File: config.mk
export PLATFORM = sky130hd
export DESIGN_NAME = tlu_stream_arbiter
export DESIGN_NICKNAME = d
export VERILOG_FILES = /design/src/rtl/tlu_stream_arbiter.sv
export SDC_FILE = /design/constraint.sdc
export NUM_CORES = 1
export LEC_CHECK = 0
export ABC_CLOCK_PERIOD_IN_PS = 1890
export BUFFER_PORTS_ARGS = -buffer_cell sky130_fd_sc_hd__buf_2
export CORE_MARGIN = 2
export CORE_UTILIZATION = 44
export CTS_BUF_LIST = sky130_fd_sc_hd__clkbuf_4
export DETAILED_ROUTE_END_ITERATION = 10
export GPL_TIMING_DRIVEN = 0
export PLACE_DENSITY = 0.84
export SLEW_MARGIN = 20
export SYNTH_ARGS = -nofsm -noshare
export SYNTH_HDL_FRONTEND = slang
export SYNTH_SLANG_ARGS = --single-unit
export TNS_END_PERCENT = 30
File: constraint.sdc
create_clock -name BUS_CLK -period 1.89 [get_ports BUS_CLK]
set_input_delay 0.0945 -clock BUS_CLK [delete_from_list [all_inputs] [get_ports BUS_CLK]]
set_output_delay 0.0945 -clock BUS_CLK [all_outputs]
set_load 0.02 [all_outputs]
File: src/rtl/tlu_stream_arbiter.sv
// rtl/tlu_stream_arbiter.sv - round-robin burst arbiter merging FWFT sources into one FWFT output
module tlu_stream_arbiter #(
    parameter int         N_SRC        = 4,
    parameter int         MAX_BURST    = 16,
    parameter bit         HEADER_EN    = 1'b1,
    parameter logic [7:0] HEADER_MAGIC = 8'hA5
) (
    input  logic                 BUS_CLK,
    input  logic                 BUS_RST_N,
    input  logic [N_SRC-1:0]     ENABLE,
    input  logic [N_SRC-1:0]     SRC_FIFO_EMPTY,
    input  logic [16*N_SRC-1:0]  SRC_FIFO_DATA,
    output logic [N_SRC-1:0]     SRC_FIFO_READ,
    input  logic                 FIFO_READ,
    output logic                 FIFO_EMPTY,
    output logic [15:0]          FIFO_DATA,
    output logic [N_SRC-1:0]     GRANT
);

    localparam int CW = $clog2(MAX_BURST + 1);

    typedef enum logic [1:0] {
        IDLE  = 2'd0,
        HDR   = 2'd1,
        BURST = 2'd2
    } state_t;

    state_t           state, state_n;
    logic [N_SRC-1:0] grant_n;
    logic [1:0]       gidx, gidx_n;
    logic [1:0]       ptr, ptr_n;
    logic [CW-1:0]    count, count_n;
    logic             out_valid, out_valid_n;
    logic [15:0]      out_data, out_data_n;

    logic             load_ok;
    logic [3:0]       elig4;
    logic [3:0]       empty4;
    logic [3:0]       enable4;
    logic [63:0]      data64;
    logic             pick_found;
    logic [1:0]       pick_idx;
    logic [1:0]       cand;
    logic             sel_empty;
    logic             sel_enable;
    logic [15:0]      sel_data;
    logic [1:0]       next_ptr;
    logic             pop;
    logic             burst_end;

    // Sources are padded to four lanes so the 2-bit owner index selects them directly.
    assign empty4   = 4'(SRC_FIFO_EMPTY);
    assign enable4  = 4'(ENABLE);
    assign data64   = 64'(SRC_FIFO_DATA);
    assign elig4    = enable4 & ~empty4;
    assign load_ok  = !out_valid || FIFO_READ;
    assign next_ptr = (int'(gidx) == N_SRC - 1) ? 2'd0 : gidx + 2'd1;

    assign sel_empty  = empty4[gidx];
    assign sel_enable = enable4[gidx];
    assign sel_data   = data64[{gidx, 4'b0000} +: 16];

    assign FIFO_EMPTY = !out_valid;
    assign FIFO_DATA  = out_data;

    // Round-robin search: first eligible source at or after ptr, wrapping modulo N_SRC.
    always_comb begin
        pick_found = 1'b0;
        pick_idx   = 2'd0;
        cand       = 2'd0;
        for (int k = 0; k < N_SRC; k++) begin
            cand = 2'((int'(ptr) + k) % N_SRC);
            if (!pick_found && elig4[cand]) begin
                pick_found = 1'b1;
                pick_idx   = cand;
            end
        end
    end

    // Next-state, output stage and pop strobe; every register holds unless a branch moves it.
    always_comb begin
        state_n       = state;
        grant_n       = GRANT;
        gidx_n        = gidx;
        ptr_n         = ptr;
        count_n       = count;
        out_valid_n   = out_valid;
        out_data_n    = out_data;
        SRC_FIFO_READ = '0;
        pop           = 1'b0;
        burst_end     = 1'b0;

        // A sink read empties the output register unless a load below refills it.
        if (FIFO_READ) begin
            out_valid_n = 1'b0;
        end

        case (state)
            IDLE: begin
                // Decisions wait while a stalled word still sits in the output register.
                if (pick_found && load_ok) begin
                    state_n = HEADER_EN ? HDR : BURST;
                    grant_n = N_SRC'(1) << pick_idx;
                    gidx_n  = pick_idx;
                    count_n = '0;
                end
            end
            HDR: begin
                if (load_ok) begin
                    out_valid_n = 1'b1;
                    out_data_n  = {HEADER_MAGIC, 6'b000000, gidx};
                    state_n     = BURST;
                end
            end
            BURST: begin
                pop = load_ok && !sel_empty;
                if (pop) begin
                    SRC_FIFO_READ = GRANT;
                    out_valid_n   = 1'b1;
                    out_data_n    = sel_data;
                    count_n       = count + 1'b1;
                end
                // A dropped enable still lets the word loaded this cycle through.
                burst_end = (pop && count == CW'(MAX_BURST - 1)) ||
                            (load_ok && count != '0 && (sel_empty || !sel_enable));
                if (burst_end) begin
                    state_n = IDLE;
                    grant_n = '0;
                    ptr_n   = next_ptr;
                end
            end
            default: begin
                state_n = IDLE;
                grant_n = '0;
            end
        endcase
    end

    // State and output registers; reset discards any word in flight.
    always_ff @(posedge BUS_CLK or negedge BUS_RST_N) begin
        if (!BUS_RST_N) begin
            state     <= IDLE;
            GRANT     <= '0;
            gidx      <= 2'd0;
            ptr       <= 2'd0;
            count     <= '0;
            out_valid <= 1'b0;
            out_data  <= 16'h0000;
        end else begin
            state     <= state_n;
            GRANT     <= grant_n;
            gidx      <= gidx_n;
            ptr       <= ptr_n;
            count     <= count_n;
            out_valid <= out_valid_n;
            out_data  <= out_data_n;
        end
    end

endmodule
==> run summary, run 1 <==
The number of antenna diodes in the final layout is 0. The vias per cell is 5.53. The fraction of layout cells with a size suffix above 1 came out at 0.500.

Based on the critical path, the design can be clocked at up to 475 MHz. The number of global-route vias before repair is 2,084. For this run, the detailed router's first-pass iteration total came to 4. In this run, the number of DRC markers left after iteration 0 of detailed routing was 158.

The met2 usage was 0.391; the count of unresolved DRC violations after routing was 0. The tools report the fraction of power consumed by sequential logic as 0.256. For the final routed database, the setup TNS stands at -2750 ps. Relative to the synthesized area, the layout overhead comes to 41.1%. Clock skew on the completed layout was measured at 8.89 ps. The maximum root-to-sink buffer count is 2, and the worst IR drop on VDD is 0.891 mV. The post-synthesis area per instance is 10.4 sq um. Portion of synthesized cell area occupied by the leading cell type: 0.371. The netlist area before placement was 2160 sq um; the power density over the cells was 1510 nW/um^2. The initial antenna violation count came out at 0. The analysis attributes to net switching a power of 0.00204 W.

The final reports fail on negative setup slack. In this run, synthesis produced a sequential element count of 32. Detailed placement finished with a half-perimeter wire length of 4560 microns. The die is 74.1 microns wide.

The run gives 353 as the number of fill cells in the layout. The logs give 0.00462 W for the total chip power and -210 ps for the register-to-register setup slack. The worst setup path is of the flop to flop kind. The initial core utilization is 0.457.

The synthesized netlist contains 41 unique library cells. The share of synthesized flip-flops with an asynchronous set or reset came out at 1.00. Yosys mapped a number of flops with a built-in enable equal to 0. The global routing usage on met3 came out at 0.0379.

The most heavily used metal layer in global routing was met2. Of all cell types, the one taking the most synthesized area is sky130_fd_sc_hd__dfrtp_1. Worst path setup slack after routing: -215 ps. Internal power comes to 0.00258 W. Ranked by instance count, the synthesized netlist is headed by sky130_fd_sc_hd__nand2_1 (34), sky130_fd_sc_hd__dfrtp_1 (32), sky130_fd_sc_hd__o21ai_0 (19). Global-route wire length before repair: 9540 microns.

For this run, the number of Yosys warnings is 0. For the synthesized netlist cell count, the log shows 208. The final-report hold violation count was 0. The most used flip-flop cell after synthesis is sky130_fd_sc_hd__dfrtp_1.

For the die footprint, the log shows 5480 sq um. Setup repair after global routing could not meet its margin everywhere. Number of levels the H-tree was split into: 2.

TritonCTS created 5 clock buffers. The routed design has 6310 microns of wire. Routability-driven placement finished with a final weighted congestion of 0.870. The final route contains 2,196 vias.

The register area share after synthesis is 0.371. The total global-route track usage was 0.229. Most common cell in the synthesized netlist: sky130_fd_sc_hd__nand2_1. The combinational power share is 0.633, and the clock latency of the later-clocked register in the worst-skew pair is 350 ps. STA classifies the critical path endpoint as a flop.

The flow ran to the end, but the final reports show violations. The post-route minimum period was 2100 ps. Across all hold checks on the routed design, the worst slack comes to 154 ps. The remaining global-route overflow is 0. For the pre-CTS worst setup slack, the log shows -258 ps. The analysis attributes to cell leakage a power of 1.49 nW. Final routed wire length divided by cell count: 15.9 microns.

The switching part of the total is 0.441. The number of nets in the finished design came out at 412. For the number of pins exceeding their max-slew limit in the final report, the log shows 0.

For the worst setup path, the data arrival time is 2340 ps. Setup violations remaining at the end of the flow were counted as 30. The share of power burned in the clock network is 0.111, and the worst slew margin relative to its limit is 0.523. For the fraction of met1 tracks used by global routing, the log shows 0.297. The tools report the number of nets with antenna violations after detailed routing as 0. Data on the critical path is required at its endpoint by 2120 ps. The worst setup path is launched from a flop. The number of max-cap violations was 0; the slew at the pin closest to its max-slew limit was 715 ps. TritonCTS built the clock tree. The area inside the core boundary was 4720 sq um; the utilization of the core after routing was 0.645. Clock tree synthesis selected as its root buffer the cell sky130_fd_sc_hd__clkbuf_4. For this design, the sink count on the clock tree is 32. The run gives 291 as the number of nets in the synthesized netlist. Class of the tightest hold or removal check: input pin to flop.

The part of the cycle the worst path needs came out at 1.11. The tools report the placement row count as 25. The highest fanout seen on the critical path is 3. The count of buffers inserted at the top-level ports is 99, and the vertical die dimension is 74.1 microns. The top-level port count is 100.

Sorting the synthesized cells by area gives the leading types as sky130_fd_sc_hd__dfrtp_1 (37%), sky130_fd_sc_hd__mux4_2 (16%), sky130_fd_sc_hd__nand2_1 (5.9%). Clock-pin slew was measured on the worst setup and hold paths at 100 ps. The largest net degree at the start of global routing was 33.
==> final timing paths <==
check                                         startpoint                        to  cells past startpoint
worst max-delay path                 gidx[1]$_DFFE_PN0P_      state[1]$_DFFE_PN0P_                      5
worst min-delay path                   SRC_FIFO_DATA[33]  FIFO_DATA[1]$_DFFE_PN0P_                      5
worst max register to register       gidx[1]$_DFFE_PN0P_      state[1]$_DFFE_PN0P_                      5
worst min register to register  FIFO_DATA[0]$_DFFE_PN0P_  FIFO_DATA[0]$_DFFE_PN0P_                      1
max in group asynchronous                      BUS_RST_N       gidx[1]$_DFFE_PN0P_                      2
min in group asynchronous                      BUS_RST_N  FIFO_DATA[3]$_DFFE_PN0P_                      2
==> metrics by stage <==
step                      instances  cell area (sq um)
after floorplan                 208               2160
after global placement          374               2740
after detailed placement        374               2740
after CTS                       394               2970
after global routing            397               3050
final                           397               3050
==> area by class of cell <==
| type | count | area (sq um) | area share |
|---|---|---|---|
| Buffer | 9 | 52.6 | 0.0172 |
| Clock buffer | 5 | 37.5 | 0.0123 |
| Clock inverter | 3 | 37.5 | 0.0123 |
| Inverter | 7 | 26.3 | 0.00862 |
| Multi-Input combinational cell | 158 | 1370 | 0.449 |
| Sequential cell | 32 | 801 | 0.263 |
| Tap cell | 67 | 83.8 | 0.0275 |
| Timing Repair Buffer | 116 | 641 | 0.210 |
==> critical path, stage by stage, from the launching register on <==
cell and delay (ps):
sky130_fd_sc_hd__dfrtp_1 420, sky130_fd_sc_hd__mux4_2 570, sky130_fd_sc_hd__o31a_1 330, sky130_fd_sc_hd__o21a_1 140, sky130_fd_sc_hd__a221oi_2 210, sky130_fd_sc_hd__mux2_4 330
==> per-layer routing <==
metal  wire length (microns)  vias to the layer above
li1                        -                     1022
met1                    2470                     1075
met2                    3290                       87
met3                     430                       12
met4                     117                        0
met5                       0                        -
==> cells in the final DEF, fill, tap and decap left out, drive strengths merged, types with 2 or more instances in the layout <==
master,instances
buf,116
nand2,34
dfrtp,32
o21ai,20
mux4,16
clkbuf,13
a21oi,9
ha,8
nand2b,7
nor2,7
nor2b,7
inv,7
mux2,6
a22o,5
and2,4
mux2i,3
a21o,3
nand3b,3
o21a,3
nand3,2
and3b,2
a32o,2
clkinv,2
a311oi,2
==> power groups by stage <==
stage          sequential [W]  clock, W  combinational (W)
2_1_floorplan         0.00141         0            0.00149
3_3_place_gp          0.00119         0            0.00235
3_5_place_dp          0.00120         0            0.00241
4_1_cts               0.00118  0.000518            0.00274
5_1_grt               0.00122  0.000548            0.00318
6_report              0.00118  0.000512            0.00292
==> kinds of logic after synthesis <==
family,Yosys count,share of synthesized area
adders and majority gates,8,0.0464
DFF,32,0.371
muxes,25,0.214
AOI/OAI and AO/OA,55,0.176
buffers and inverters,18,0.0330
and+or+nand+nor,70,0.160
==> what timing repair did <==
action	in CTS	in global routing
hold buffers	1	0
gates resized for setup	30	17
endpoints found under the hold margin	32	0
pin swaps	8	9
setup buffers	10	3
setup endpoints to repair	29	33
cloned	3	0
==> state kept, by name, summed over array words and instances, names as in the netlist <==
name	flops
FIFO_DATA	16
count	5
GRANT	4
gidx	2
ptr	2
state	2
out_valid	1
Power figures use the tool's default switching activity.
==> run 2: changes to the inputs <==
--- a/config.mk
+++ b/config.mk
@@ -13,6 +13,7 @@
 export DETAILED_ROUTE_END_ITERATION = 10
 export GPL_TIMING_DRIVEN = 0
 export PLACE_DENSITY = 0.84
+export REMOVE_ABC_BUFFERS = 1
 export SLEW_MARGIN = 20
 export SYNTH_ARGS = -nofsm -noshare
 export SYNTH_HDL_FRONTEND = slang
==> run 2 against run 1 <==
The run still ends with negative setup slack left. Largest power group unchanged. Cell area fell by 0.99%. Critical path type unchanged. Worst setup slack worse by 10 ps. Utilization shrank 0.64 points. Sequential share of layout area grew 0.55 points. Register-to-register slack about the same. Non-clock buffer count down 6. Global-route usage grew 0.97 points. Wire length shrank 0.78%. Clock power down 20%.
==> run summary, run 2 (synthesis results as in run 1) <==
Static timing analysis puts the maximum clock frequency at 473 MHz. After clock tree synthesis, the clock-pin slew on the worst setup and hold paths is 110 ps. The tools report the total chip power as 0.00451 W. For this block, the initial DRC count from the detailed router was 104. Input and output buffers added on the ports amount to 99. The delay of the slowest cell on the worst path was 570 ps; the number of iterations in the first detailed-routing pass was 6. TritonCTS built the clock tree.

Along the worst path, the maximum fanout reaches 5. The number of levels the H-tree was split into is 2, and the slew at the pin closest to its max-slew limit is 717 ps. The run gives 365 as the cell count after placement.

The register with the most flip-flops in the layout has 16 of them. The run finished, with violations left. The power density over the cells was 1490 nW/um^2; the routability congestion estimate was 0.913. The HPWL after detailed placement is 4300 microns. The total overflow left after global routing is 0. The most common library cell in the layout ignoring fill and taps was sky130_fd_sc_hd__buf_2.

The type of the worst setup path was flop to flop. STA classifies the critical path startpoint as a flop. The top cell types in the final layout, fill and taps aside, are sky130_fd_sc_hd__buf_2 (95), sky130_fd_sc_hd__nand2_1 (32), sky130_fd_sc_hd__dfrtp_1 (29), sky130_fd_sc_hd__buf_4 (19), sky130_fd_sc_hd__mux4_2 (16). The final reports fail on negative setup slack. Final routed wire length divided by cell count: 16.0 microns. Setup total negative slack on the finished layout was measured at -2910 ps. The area inside the core boundary is 4720 sq um, and the total clock buffers created by CTS is 5. The finished layout holds 391 standard cells, fillers aside. The utilization of the core after routing was 0.639. The layout-stage area growth over the synthesis result was 39.7%; the number of pins exceeding their max-slew limit in the final report was 0. The vias per cell works out to 5.51. The tool flagged a number of max-cap violations equal to 0. The run gives 340 ps as the clock latency of the later-clocked register in the worst-skew pair. Among all stages on the critical path, the largest delay is contributed by sky130_fd_sc_hd__mux4_2. The root buffer cell chosen for the clock tree is sky130_fd_sc_hd__clkbuf_4. For the wire length after detailed routing, the log shows 6260 microns.

STA classifies the critical path endpoint as a flop. The initial antenna violation count is 0. The tools report the leakage dissipation as 1.47 nW. The global-route wire length before repair was 9930 microns; the part of the cycle the worst path needs was 1.12.

In this run the deepest clock path goes through 2 buffers. The worst slew margin relative to its limit came out at 0.522. The initial core utilization is 0.457. Data arrives at the worst endpoint at 2340 ps. Setup repair after global routing could not meet its margin everywhere. Entering global routing, the biggest net connects 33 pins.

The logs give 0.876 mV for the worst IR drop on VDD and 5480 sq um for the die footprint. In the final design database the tool counted 406 nets. The total global-route track usage was 0.239; the post-route minimum period was 2120 ps.

In the final layout, flip-flops and latches occupy 810 sq um. Once placement finished, the instance area stood at 2710 sq um. The critical path goes through mux4_2 -> o31a_1 -> o21a_1 -> a221oi_2 -> mux2_4. The count of vias placed by the detailed router is 2,154.

After detailed routing, the number of remaining DRC violations is 0. The floorplan has 25 rows. The logs give 0 for the number of diodes added for antenna fixing and 2,084 for the number of global-route vias before repair. For the final-report hold violation count, the log shows 0. The detail route stage leaves a number of antenna-violating nets equal to 0. The run gives -225 ps as the worst path setup slack after routing. The number of buffer and inverter instances along the worst setup path was 0; the number of fill cells in the layout was 396. The count of final setup violators was 29; the vertical die dimension was 74.1 microns. Among cell families on the critical path, the largest total delay comes from multiplexers. The floorplan step set the die width to 74.1 microns. The multi-input combinational cells in the finished layout cover a total of 1370 sq um.

STA puts the critical path data required time at 2120 ps. The class of the tightest hold or removal check is input pin to flop. Top-level port count: 100. The tree built by TritonCTS fans out to 32 sinks. The fraction of layout cells with a size suffix above 1 was 0.503. On the final layout, the worst clock skew is 11.4 ps. The finished layout cell area is 3020 sq um.
[run 2: power by group]
part | leakage [nW] | switching, W | internal [W]
Combinational | 1.02 | 0.00157 | 0.00134
Clock | 0.0338 | 0.000237 | 0.000172
Sequential | 0.414 | 0.000201 | 0.000989
[run 2: final timing paths]
path,cells after the start,startpoint,endpoint,slack (ps)
setup / recovery,5,gidx[1]$_DFFE_PN0P_,state[1]$_DFFE_PN0P_,-230
hold / removal,5,SRC_FIFO_DATA[33],FIFO_DATA[1]$_DFFE_PN0P_,150
setup reg to reg,5,gidx[1]$_DFFE_PN0P_,state[1]$_DFFE_PN0P_,-230
hold reg to reg,1,FIFO_DATA[0]$_DFFE_PN0P_,FIFO_DATA[0]$_DFFE_PN0P_,480
max in group asynchronous,2,BUS_RST_N,gidx[1]$_DFFE_PN0P_,1020
min in group asynchronous,2,BUS_RST_N,count[4]$_DFFE_PN0P_,340
[run 2: metrics by stage]
step,hold slack [ps],setup WS [ps]
final,152,-225
after global routing,181,-285
after CTS,142,-222
after detailed placement,191,-1040
after global placement,181,-1250
after floorplan,-201,-718
[run 2: final cells by class]
type                            count  share of cell area
Multi-Input combinational cell    158               0.453
Sequential cell                    32               0.268
Timing Repair Buffer              119               0.224
Tap cell                           67              0.0278
Clock buffer                        7              0.0174
Inverter                            7             0.00871
Clock inverter                      1             0.00124
[run 2: what timing repair did]
| item | in CTS | in global routing |
|---|---|---|
| resized for setup | 27 | 9 |
| pin swaps | 7 | 6 |
| endpoints found under the setup margin | 34 | 30 |
| setup buffers | 12 | 5 |
| endpoints found under the hold margin | 32 | 0 |
| hold buffers | 1 | 0 |
[run 2: worst min-delay path, cell delays in order]
cell and delay (ps):
sky130_fd_sc_hd__buf_2 70, sky130_fd_sc_hd__mux2i_1 50, sky130_fd_sc_hd__nand2_1 60, sky130_fd_sc_hd__a21oi_1 60, sky130_fd_sc_hd__o21ai_0 130
[run 2: metal layers]
metal  vias up  routed length (microns)  track usage
li1       1002                        -            -
met2       107                     3150        0.409
met4         0                       82       0.0808
met5         -                        0            0
met3         8                      612       0.0623
met1      1037                     2420        0.295
==> run 3: changes to the inputs <==
--- a/config.mk
+++ b/config.mk
@@ -7,7 +7,7 @@
 export LEC_CHECK = 0
 export ABC_CLOCK_PERIOD_IN_PS = 1890
 export BUFFER_PORTS_ARGS = -buffer_cell sky130_fd_sc_hd__buf_2
-export CORE_MARGIN = 2
+export CORE_MARGIN = 1
 export CORE_UTILIZATION = 44
 export CTS_BUF_LIST = sky130_fd_sc_hd__clkbuf_4
 export DETAILED_ROUTE_END_ITERATION = 10
==> constraint.sdc (replaced) <==
create_clock -name BUS_CLK -period 1.89 [get_ports BUS_CLK]
set_input_delay 0.378 -clock BUS_CLK [delete_from_list [all_inputs] [get_ports BUS_CLK]]
set_output_delay 0.378 -clock BUS_CLK [all_outputs]
set_load 0.02 [all_outputs]
==> run 3 against run 2 <==
Via count decreased by 0.60%. Highest routed layer unchanged. Die area fell by 5.3%. Utilization up 0.32 points. Worst setup slack worse by 96 ps. Clock skew fell by 1.7 ps. Fmax is 4.4% lower. Non-clock buffer count grew 3. Global-route usage is 0.23 points lower. The run still ends with negative setup slack left. Combinational power is essentially flat. Sequential share of layout area is 0.17 points lower. Worst hold slack lost 87 ps. Count of clock-buffer cells in the layout decreased by 2. Largest power group unchanged. Largest cell class unchanged.
==> run summary, run 3 (synthesis results as in run 1) <==
Buffers placed on the I/O ports in this run total 99. The tools report the clock net sink count as 32. In the routed design, unresolved DRC markers number 0.

The signal on the critical path passes through mux4_2 -> nor2_4 -> and2_4 -> buf_6. For the maximum root-to-sink buffer count, the log shows 2. The routed layout has 2,141 vias. In this run, CTS created clock tree buffers numbering 5. Dividing the detail-routed via count by the number of cells gives 5.43. Once placement finished, the instance area stood at 2720 sq um. The clock arrives with 9.68 ps of skew. The fraction of layout cells with a size suffix above 1 works out to 0.505. Data on the critical path arrives at its endpoint at 1830 ps.

The die is 72.1 microns wide. Final-report hold violation count: 0. STA classifies the critical path endpoint as an output port. The number of diodes added for antenna fixing was 0; the net switching power of the design was 0.00200 W. The fraction of power consumed by sequential logic was 0.258. The most common library cell in the layout ignoring fill and taps is sky130_fd_sc_hd__buf_2.

The logs give -280 ps for the register-to-register setup slack and 1510 ps for the required time of the worst setup path. The number of nets with antenna violations after detailed routing is 0, and the detailed placement HPWL is 4000 microns. The tools report the number of pins exceeding their max-slew limit in the final report as 0.

The highest fanout seen on the critical path was 5. In this run the power density over the cells is 1520 nW/um^2. The logs give 0 for the initial antenna violation count and 0.868 for the routability congestion estimate.

The area inside the core boundary is 4720 sq um, and the final routed wire length divided by cell count is 15.2 microns. After detailed routing, the total wire length is 5980 microns. Summing all non-filler instances in the final layout gives an area of 3030 sq um.

In the layout the commonest cells are sky130_fd_sc_hd__buf_2 (95), sky130_fd_sc_hd__nand2_1 (34), sky130_fd_sc_hd__dfrtp_1 (30), sky130_fd_sc_hd__buf_4 (21), sky130_fd_sc_hd__mux4_2 (16). The final reports fail on negative setup slack. The switching part of the total is 0.434, and the share of power burned in the clock network is 0.114.

In this design, the stage delay of the slowest critical-path cell is 590 ps. TritonCTS built the clock tree. The part of the cycle the worst path needs works out to 1.17.

The run finished, with violations left. Clock-pin slew was measured on the worst setup and hold paths at 110 ps. The number of buffer and inverter instances along the worst setup path was 1. Setup violations remaining at the end of the flow were counted as 31. Setup repair after global routing could not meet its margin everywhere. The first detailed-routing pass ran for 5 iterations. The register with the most flip-flops in the layout has 16 of them. The worst path needs 2210 ps of the cycle, external delays included. Max-cap violations in this run came to 0. The number of fill cells in the layout is 379. The global-route wire length before repair was 9360 microns; the pre-CTS worst setup slack was -1040 ps.

For the total global-route track usage, the log shows 0.237. The utilization of the core after routing was 0.642. On the critical path the largest part of the delay comes from multiplexers. The initial core utilization came out at 0.457. The worst setup path is of the flop to output port kind. At the end of the flow, the number of nets in the layout was 409. The run gives 0.567 mV as the worst IR drop on VDD. Hold timing on the final database bottoms out at a slack of 65.5 ps. The number of global-route vias before repair is 2,053.

Vertical die dimension: 72.1 microns. The analysis attributes to cell leakage a power of 1.49 nW. The design draws 0.00461 W.

The total overflow left after global routing is 0. The tools report the combinational power share as 0.628. STA classifies the critical path startpoint as a flop.

The number of levels the H-tree was split into was 2; the layout-stage area growth over the synthesis result was 40.4%. At the pin with the least slew margin, the transition time is 699 ps. For the worst path setup slack after routing, the log shows -322 ps. Among all stages on the critical path, the largest delay is contributed by sky130_fd_sc_hd__mux4_2.

The tools report the largest net degree at the start of global routing as 33. The initialized floorplan defines 25 standard-cell rows. Timing would allow up to 452 MHz.

For the clock latency of the later-clocked register in the worst-skew pair, the log shows 340 ps. The number of buffers inserted by hold repair at cts was 0. The design internal power came out at 0.00261 W.

The worst slew margin relative to its limit is 0.534, and the violation count after the first detailed-route iteration is 104. The class of the tightest hold or removal check is input pin to async pin. For this design the top-level I/O count stands at 100. The tools report the die footprint as 5190 sq um. The root cell of the clock tree is sky130_fd_sc_hd__clkbuf_4.
## run 3: layout make-up
cell class	count	area [sq um]	share of cell area
clock buffers	5	37.5	0.0124
clock inverters	3	42.5	0.0140
inverters	7	26.3	0.00866
multi-input cells	158	1330	0.440
flip-flops and latches	32	808	0.267
well taps	67	83.8	0.0276
repair buffers	122	701	0.231
## run 3: power by group through the flow
| stage | sequential [W] | combinational, W | clock (W) |
|---|---|---|---|
| floorplan | 0.00153 | 0.00132 | 0 |
| global placement | 0.00134 | 0.00211 | 0 |
| detailed placement | 0.00136 | 0.00221 | 0 |
| CTS | 0.00119 | 0.00271 | 0.000539 |
| global route | 0.00123 | 0.00313 | 0.000566 |
| finish | 0.00119 | 0.00290 | 0.000526 |
## run 3: path summary, 6_finish.rpt
kind / start / endpoint / depth (start not counted)
setup / recovery: gidx[1]$_DFFE_PN0P_ / SRC_FIFO_READ[3] / 4
hold / removal: BUS_RST_N / GRANT[2]$_DFFE_PN0P_ / 1
setup reg to reg: gidx[1]$_DFFE_PN0P_ / state[1]$_DFFE_PN0P_ / 5
hold reg to reg: FIFO_DATA[15]$_DFFE_PN0P_ / FIFO_DATA[15]$_DFFE_PN0P_ / 2
min in group BUS_CLK: FIFO_READ / out_valid$_DFF_PN0_ / 3
max in group asynchronous: BUS_RST_N / gidx[0]$_DFFE_PN0P_ / 1
## run 3: timing repair
action	4_1_cts	5_1_grt
setup buffers	12	8
gates resized for setup	22	9
endpoints found under the setup margin	34	32
pin swaps	8	3
hold endpoints to repair	0	0
## run 3: routing by layer
metal	up-vias	GRT usage	part of all wire
met5	-	0	0
met4	0	0.0850	0.020
met3	12	0.0569	0.074
met2	109	0.417	0.48
met1	1012	0.283	0.42
li1	1008	-	-
## run 3: through the flow
step,setup TNS (ps),instances
detailed placement,-26680,366
global placement,-31830,363
finish,-5240,394
CTS,-3980,386
floorplan,-15900,197
global route,-7170,394
